### config.mk
export PLATFORM = sky130hd
export DESIGN_NAME = imem_arbiter
export DESIGN_NICKNAME = d
export VERILOG_FILES = /design/src/rtl/imem_arbiter.sv
export SDC_FILE = /design/constraint.sdc
export NUM_CORES = 1
export LEC_CHECK = 0
export CAP_MARGIN = 40
export CORE_MARGIN = 8
export CORE_UTILIZATION = 39
export CTS_CLUSTER_DIAMETER = 150
export DETAILED_ROUTE_END_ITERATION = 8
export PLACE_DENSITY = 0.87
export SLEW_MARGIN = 20
export SYNTH_ARGS = -nofsm -noshare
export SYNTH_HDL_FRONTEND = slang
export SYNTH_SLANG_ARGS = --single-unit
### constraint.sdc
create_clock -name i_clock -period 3.3 [get_ports i_clock]
set_input_delay 0.66 -clock i_clock [delete_from_list [all_inputs] [get_ports i_clock]]
set_output_delay 0.66 -clock i_clock [all_outputs]
set_load 0.02 [all_outputs]
### src/rtl/imem_arbiter.sv
// Shares one single-port instruction memory between the fetch unit and the loader.
// Define IMEM_ARB_RR_EN to use round-robin on conflicts; without it the loader always wins.
module imem_arbiter #(
    parameter int unsigned ADDR_W = 10,
    parameter int unsigned DATA_W = 32
) (
    input  logic              i_clock,
    input  logic              i_reset,
    input  logic              i_f_req,
    input  logic [31:0]       i_f_addr,
    output logic              o_f_gnt,
    output logic              o_f_rvalid,
    output logic [DATA_W-1:0] o_f_rdata,
    input  logic              i_l_req,
    input  logic              i_l_we,
    input  logic              i_l_lock,
    input  logic [31:0]       i_l_addr,
    input  logic [DATA_W-1:0] i_l_wdata,
    output logic              o_l_gnt,
    output logic              o_l_rvalid,
    output logic [DATA_W-1:0] o_l_rdata,
    output logic [ADDR_W-1:0] o_mem_addr,
    output logic              o_mem_we,
    output logic [DATA_W-1:0] o_mem_wdata,
    input  logic [DATA_W-1:0] i_mem_rdata,
    output logic [15:0]       o_f_cnt,
    output logic [15:0]       o_l_cnt
);
    typedef enum logic {ST_OPEN = 1'b0, ST_LOCKED = 1'b1} lock_state_t;

    lock_state_t       r_state;
    logic              r_f_rvalid;
    logic              r_l_rvalid;
    logic [DATA_W-1:0] r_f_rdata;
    logic [DATA_W-1:0] r_l_rdata;
    logic [15:0]       r_f_cnt;
    logic [15:0]       r_l_cnt;
    logic              w_f_gnt;
    logic              w_l_gnt;
    logic              w_l_wins;
    logic              w_unused;

`ifdef IMEM_ARB_RR_EN
    logic r_last_l;  // 1 when the loader owned the most recent grant
    assign w_l_wins = ~r_last_l;
`else
    assign w_l_wins = 1'b1;
`endif

    // Only the word-index bits of the byte addresses reach the memory.
    assign w_unused = ^{i_f_addr[31:ADDR_W+2], i_f_addr[1:0],
                        i_l_addr[31:ADDR_W+2], i_l_addr[1:0]};

    // Grant decision from live requests plus lock / last-owner state.
    always_comb begin
        w_f_gnt = 1'b0;
        w_l_gnt = 1'b0;
        if (!i_reset) begin
            if (r_state == ST_LOCKED) begin
                w_l_gnt = i_l_req;
            end else if (i_f_req && i_l_req) begin
                w_l_gnt = w_l_wins;
                w_f_gnt = ~w_l_wins;
            end else begin
                w_f_gnt = i_f_req;
                w_l_gnt = i_l_req;
            end
        end
    end

    assign o_f_gnt     = w_f_gnt;
    assign o_l_gnt     = w_l_gnt;
    assign o_mem_addr  = w_l_gnt ? i_l_addr[ADDR_W+1:2] :
                         w_f_gnt ? i_f_addr[ADDR_W+1:2] : '0;
    assign o_mem_we    = w_l_gnt & i_l_we;
    assign o_mem_wdata = i_reset ? '0 : i_l_wdata;

    // Memory data is live in the rvalid cycle; otherwise replay the last returned word.
    assign o_f_rvalid = r_f_rvalid & ~i_reset;
    assign o_l_rvalid = r_l_rvalid & ~i_reset;
    assign o_f_rdata  = i_reset ? '0 : (r_f_rvalid ? i_mem_rdata : r_f_rdata);
    assign o_l_rdata  = i_reset ? '0 : (r_l_rvalid ? i_mem_rdata : r_l_rdata);
    assign o_f_cnt    = r_f_cnt;
    assign o_l_cnt    = r_l_cnt;

    always_ff @(posedge i_clock) begin
        if (i_reset) begin
            r_state    <= ST_OPEN;
            r_f_rvalid <= 1'b0;
            r_l_rvalid <= 1'b0;
            r_f_rdata  <= '0;
            r_l_rdata  <= '0;
            r_f_cnt    <= 16'd0;
            r_l_cnt    <= 16'd0;
`ifdef IMEM_ARB_RR_EN
            r_last_l   <= 1'b0;
`endif
        end else begin
            r_f_rvalid <= w_f_gnt;
            r_l_rvalid <= w_l_gnt & ~i_l_we;
            if (r_f_rvalid) r_f_rdata <= i_mem_rdata;
            if (r_l_rvalid) r_l_rdata <= i_mem_rdata;
            if (w_f_gnt && (r_f_cnt != 16'hFFFF)) r_f_cnt <= r_f_cnt + 16'd1;
            if (w_l_gnt && (r_l_cnt != 16'hFFFF)) r_l_cnt <= r_l_cnt + 16'd1;
            case (r_state)
                ST_OPEN:   if (w_l_gnt && i_l_lock) r_state <= ST_LOCKED;
                ST_LOCKED: if (!i_l_lock)           r_state <= ST_OPEN;
                default:                            r_state <= ST_OPEN;
            endcase
`ifdef IMEM_ARB_RR_EN
            if (w_l_gnt)      r_last_l <= 1'b1;
            else if (w_f_gnt) r_last_l <= 1'b0;
`endif
        end
    end
endmodule

==> results of run 1 <==
-- final timing paths --
path                             from                        to  slack (ns)
max                           i_l_req             o_mem_addr[0]        0.16
min          o_l_cnt[11]$_SDFFE_PP0P_  o_l_cnt[11]$_SDFFE_PP0P_        0.50
max reg2reg  o_f_cnt[13]$_SDFFE_PP0P_  o_f_cnt[15]$_SDFFE_PP0P_        1.40
min reg2reg  o_l_cnt[11]$_SDFFE_PP0P_  o_l_cnt[11]$_SDFFE_PP0P_        0.50
-- metrics by stage --
| stage | instances | util [%] | power [mW] | hold WS, ns |
|---|---|---|---|---|
| after floorplan | 457 | - | 1.464 | 0.4772 |
| after global placement | 809 | 62.79 | 1.717 | 0.4730 |
| after detailed placement | 809 | 62.79 | 1.729 | 0.4947 |
| after CTS | 825 | 65.07 | 2.672 | 0.5056 |
| after global routing | 826 | 65.14 | 2.760 | 0.5253 |
| final | 826 | 65.14 | 2.650 | 0.5022 |
-- kinds of logic (layout without fill, tap and decap cells) --
group	Yosys count	after routing
muxes	71	71
AOI/OAI and AO/OA	59	59
xor gates and xnor gates	2	2
DFF	99	99
buffers and inverters	31	260
adders and majority gates	2	2
and+or+nand+nor	193	193
-- cell usage in the layout (no fill, tap or decap), types with 11 or more instances in the layout --
| master | instances |
|---|---|
| nand2_1 | 17 |
| mux2i_1 | 69 |
| nor2_1 | 73 |
| a21oi_1 | 17 |
| o21ai_0 | 11 |
| nor2b_1 | 39 |
| dfxtp_1 | 97 |
| clkdlybuf4s50_1 | 231 |
-- power breakdown --
| part | internal [mW] | switching [mW] |
|---|---|---|
| clock network | 0.515 | 0.434 |
| logic | 0.249 | 0.213 |
| registers | 1.22 | 0.0141 |
| total | 1.99 | 0.661 |
-- critical path, cell delays in order --
cell and delay, ns:
clkdlybuf4s50_1 0.47, nor4b_4 0.27, buf_4 0.27, a22o_1 0.17, clkdlybuf4s50_1 0.62
-- per-layer routing --
| metal | up-vias | wire length [um] |
|---|---|---|
| li1 | 2072 | - |
| met1 | 2014 | 5739 |
| met2 | 141 | 7372 |
| met3 | 14 | 1475 |
| met4 | 0 | 187 |
| met5 | - | 0 |
-- final cells by class --
type | count | area [um^2] | area share (%)
timing repair buffer | 240 | 2405 | 34.21
multi-input combinational | 327 | 2205 | 31.36
sequential | 99 | 1984 | 28.23
tap | 140 | 175.2 | 2.492
clock buffer | 10 | 127.6 | 1.815
clock inverter | 6 | 118.9 | 1.691
inverter | 4 | 15.01 | 0.2136
-- flip-flops by register name (all words and copies together) (netlist names) --
name	flops
r_f_rdata	32
r_l_rdata	32
o_f_cnt	16
o_l_cnt	16
r_f_rvalid	1
r_l_rvalid	1
r_state	1
==> metrics.cfg, run 1 <==
[run_status]
status=finished clean

[detailed_routing]
detailroute.via_count=4241
finalWirelength_um=14780
drt-initial-drc-count=238
drtAntennaViolNets=0
dr.pass1.iters=4
vias_per_cell=5.134
wl_per_cell_um=17.89
drcViolationCount=0

[synth]
synth_compound_gate_area_share_pct=9.492
netlist.area_leader.share_pct=45.98
synthTopCellsByArea=dfxtp_1 (46%), mux2i_1 (16%), nor2_1 (6.4%), nor2b_1 (5.7%), a22o_1 (2.0%)
async_flop_share_pct=0
synth_top_area_cell=dfxtp_1
yosys-top-cells-count=dfxtp_1 (99), nor2_1 (73), mux2i_1 (69), nor2b_1 (39), clkbuf_1 (22)
synthXorXnorAreaFrac_pct=0.4064
syn_avg_cell_area_um2=9.432
syn_area_um2=4310
synth_top_flop_cell=dfxtp_1
ys_ff_latch=99
synth-simple-area-share_pct=24.12
synth_edf_count=0
syn_nets=593
synth_top_family_by_area=simple AND/OR/NAND/NOR gates
synthAdderAreaFrac_pct=0.5806
synth.mux.area_fraction_pct=16.55
synthCells=457
ys_warn_count=0
synth_cell_type_count=39
synth_most_common_cell=dfxtp_1
seq_area_frac_synth_pct=45.98

[critical_path]
reg2regPathDepth=4
cp-end-kind=output pin
crit_path_start_kind=input pin
critical_path_class=input pin to output pin
cp.required_ns=2.64
arrival_ns=2.48
critPathMaxFanout=17

[timing]
setup_ws_ns=0.1636
worst_pin_slew_ns=0.6849
drv_slew=0
finalCritPeriodShare_pct=95.04
max_slew_margin_pct=53.92
finalClockSkew_ns=0.01099
max_freq_mhz=318.8
rsz0062_at_grt=false
setup_viol=0
fin_tns_setup_ns=0
hold_violations=0
finalCriticalPeriod_ns=3.136

[clock_tree]
cts_tree=yes
cts_resized=0
postCtsHoldBufs=0
cts_made_buffers=9
clk_latency_ns=0.36
cts_root_buf=clkbuf_8
cts.clk_slew.worst_paths_ns=0.09
cts_setup_buffers=0
htreeDepth=3
cts.sinks=99
clockBufferDepth=2

[pwr]
p_per_area_nw_per_um2=377.0
ir_worst_vdd_uv=189.0
p_leak_nw=2.467

[floorplan]
rows=38
fp.dieH_um=121.1
initial_core_util_pct=39.94
coreArea_um2=10790
dieWidth_um=121.1
die-area_um2=14670
io_pins=277

[global_routing]
busiest_layer=met2
use_met2_pct=33.92
grt_pass1_wl_um=22890
grtUsageTotal_pct=19.47
overflow=0
grt_pass1_vias=4295
grt_use_met3_pct=7.818
antenna_found_initial=0
grt_max_degree=116
use_met1_pct=21.32

[place]
gp_congestion=0.9086
dpl.hpwl_um=11260
io_buffers=232
dp_slack_ns=0.1596
placed_area_um2=6777

[finish]
layout-drive-gt1-share_pct=5.539
fill_cells=874
postLayoutCellArea_um2=7030
final_nets=817
area_growth_pct=63.11
diodes=0

[run]
maxCapViolations=0

[worst_hold_path]
hp-class=flop to flop
hold_depth=2

(Power assumes the default switching activity.)
==> inputs of run 2 (changes only) <==
Clock period 3.3 ns to 4 ns, I/O delays scaled along.
==> run 2 against run 1 <==
  * Hold slack improved by 0.0034 ns
  * Die area did not move
  * Via count rose by 0.42%
  * Count of clock-buffer cells in the layout did not move
  * Register-to-register slack improved by 0.51 ns
  * Sequential share of layout area rose by 0.34 points
  * Routed wire length rose by 1.0%
  * Critical path depth fell by 1
  * Sequential power fell by 17%
  * Non-clock buffer count fell by 1
  * First-iteration DRC count fell by 27%
  * Clock power fell by 35%
  * Critical endpoint is now o_mem_addr[7]
  * Largest cell class unchanged
==> metrics.cfg, run 2 (synthesis results as in run 1) <==
[global_routing]
grt_use_met3_pct=7.445
grtUsageTotal_pct=19.43
use_met2_pct=34.09
grt_max_degree=74
use_met1_pct=20.70
grt_pass1_wl_um=22880
antenna_found_initial=0
busiest_layer=met2
grt_pass1_vias=4403
overflow=0

[clock_tree]
cts.sinks=99
clockBufferDepth=2
cts.clk_slew.worst_paths_ns=0.10
cts_resized=0
postCtsHoldBufs=0
cts_root_buf=clkbuf_8
cts_tree=yes
htreeDepth=3
cts_setup_buffers=0
clk_latency_ns=0.36
cts_made_buffers=9

[floorplan]
dieWidth_um=121.1
fp.dieH_um=121.1
rows=38
die-area_um2=14670
io_pins=277
initial_core_util_pct=39.94
coreArea_um2=10790

[run]
maxCapViolations=0

[timing]
setup_ws_ns=0.3060
hold_violations=0
drv_slew=0
rsz0062_at_grt=false
setup_viol=0
finalClockSkew_ns=0.01114
holdWs_ns=0.5056
max_freq_mhz=270.7
fin_tns_setup_ns=0
worst_pin_slew_ns=0.8305
max_slew_margin_pct=44.03
finalCritPeriodShare_pct=92.35
finalCriticalPeriod_ns=3.694

[finish]
area_growth_pct=61.19
multi_input_area_um2=2205
final_nets=816
final_cell_mix=clkdlybuf4s50_1 (231), dfxtp_1 (97), nor2_1 (73)
layout_commonest_cell=clkdlybuf4s50_1
diodes=0
regArea_um2=1984
layout-drive-gt1-share_pct=5.547
reg.largest.list=r_f_rdata (32), r_l_rdata (32)
fill_cells=904

[critical_path]
critical_path.cell_chain=clkdlybuf4s50_1 -> nor4b_4 -> a22o_1 -> clkdlybuf4s50_1
r2r-end=o_f_cnt[9]$_SDFFE_PP0P_
reg2reg_from=r_state$_SDFF_PP0_
cp-end-kind=output pin
arrival_ns=2.89
crit_path_start_kind=input pin
critPathMaxFanout=12
slowest_delay_ns=0.68
ff2ff_setup_slack_ns=1.91
cpMaxStageDelayCell=nor4b_4
reg2regPathDepth=5
cp.required_ns=3.20
crit_top_cell=clkdlybuf4s50_1
critical_path_class=input pin to output pin

[worst_hold_path]
min_from=o_l_cnt[15]$_SDFFE_PP0P_
hp-class=flop to flop
min_to=o_l_cnt[15]$_SDFFE_PP0P_
hold_depth=2

[detailed_routing]
drtAntennaViolNets=0
vias_per_cell=5.162
finalWirelength_um=14930
drt-initial-drc-count=174
detailroute.via_count=4259
wl_per_cell_um=18.09
drcViolationCount=0
dr.pass1.iters=4

[pwr]
p_leak_nw=2.426
ir_worst_vdd_uv=168.5
p_per_area_nw_per_um2=290.0

[place]
gp_congestion=0.8668
io_buffers=232
dpl.hpwl_um=11600
dp_slack_ns=0.3152

[run_status]
status=finished clean

==> run 2: cell types whose count changed in the layout (fill, tap and decap cells not counted), sizes merged <==
cell	delta
clkinvlp	+2
clkbuf	-1
bufinv	-3
inv	-1
clkinv	+2
==> run 2: how the worst max path moves through the flow <==
stage          startpoint       endpoint  cells after the start
3_3_place_gp      i_l_req  o_mem_addr[4]                      4
2_1_floorplan     i_l_req  o_mem_addr[0]                      4
3_5_place_dp      i_l_req  o_mem_addr[5]                      4
6_report          i_l_req  o_mem_addr[7]                      4
5_1_grt           i_l_req  o_mem_addr[8]                      4
4_1_cts           i_l_req  o_mem_addr[5]                      4
==> run 2: cell type report <==
class,instances,share of cell area [%]
inverters,4,0.2161
repair buffers,239,34.32
well taps,140,2.521
clock buffers,10,1.981
flip-flops and latches,99,28.56
multi-input cells,327,31.73
clock inverters,6,0.6663
==> run 2: stage by stage <==
step / area (um^2) / util (%) / power, mW / std cells
2_1_floorplan: 4310 / - / 1.208 / 457
3_3_place_gp: 6764 / 62.67 / 1.415 / 809
3_5_place_dp: 6764 / 62.67 / 1.425 / 809
4_1_cts: 6948 / 64.38 / 2.036 / 825
5_1_grt: 6948 / 64.38 / 2.101 / 825
6_report: 6948 / 64.38 / 2.015 / 825
==> run 2: per-layer routing <==
| layer | part of all wire [%] | vias to the layer above |
|---|---|---|
| met5 | 0 | - |
| met4 | 2.3 | 0 |
| met3 | 9.2 | 26 |
| met2 | 50 | 147 |
| met1 | 38 | 2005 |
| li1 | - | 2081 |
==> run 2: worst max-delay path: cells and delay by family <==
family,cells,cell delay (ns)
and+or+nand+nor,1,0.68
AOI/OAI and AO/OA,1,0.24
buffers and inverters,2,1.16
==> run 2: report_power, final <==
group / total (mW) / internal, mW / switching (mW)
Sequential: 1.03 / 1.01 / 0.0160
Combinational: 0.375 / 0.204 / 0.170
Clock: 0.614 / 0.248 / 0.366
==> inputs of run 3 (changes only) <==
Settings changed: CTS_CLUSTER_DIAMETER 150 to 30, SETUP_SLACK_MARGIN set to 0.15.
==> results of run 3 <==
Final layout, timing and power as in run 2 (identical DEF).
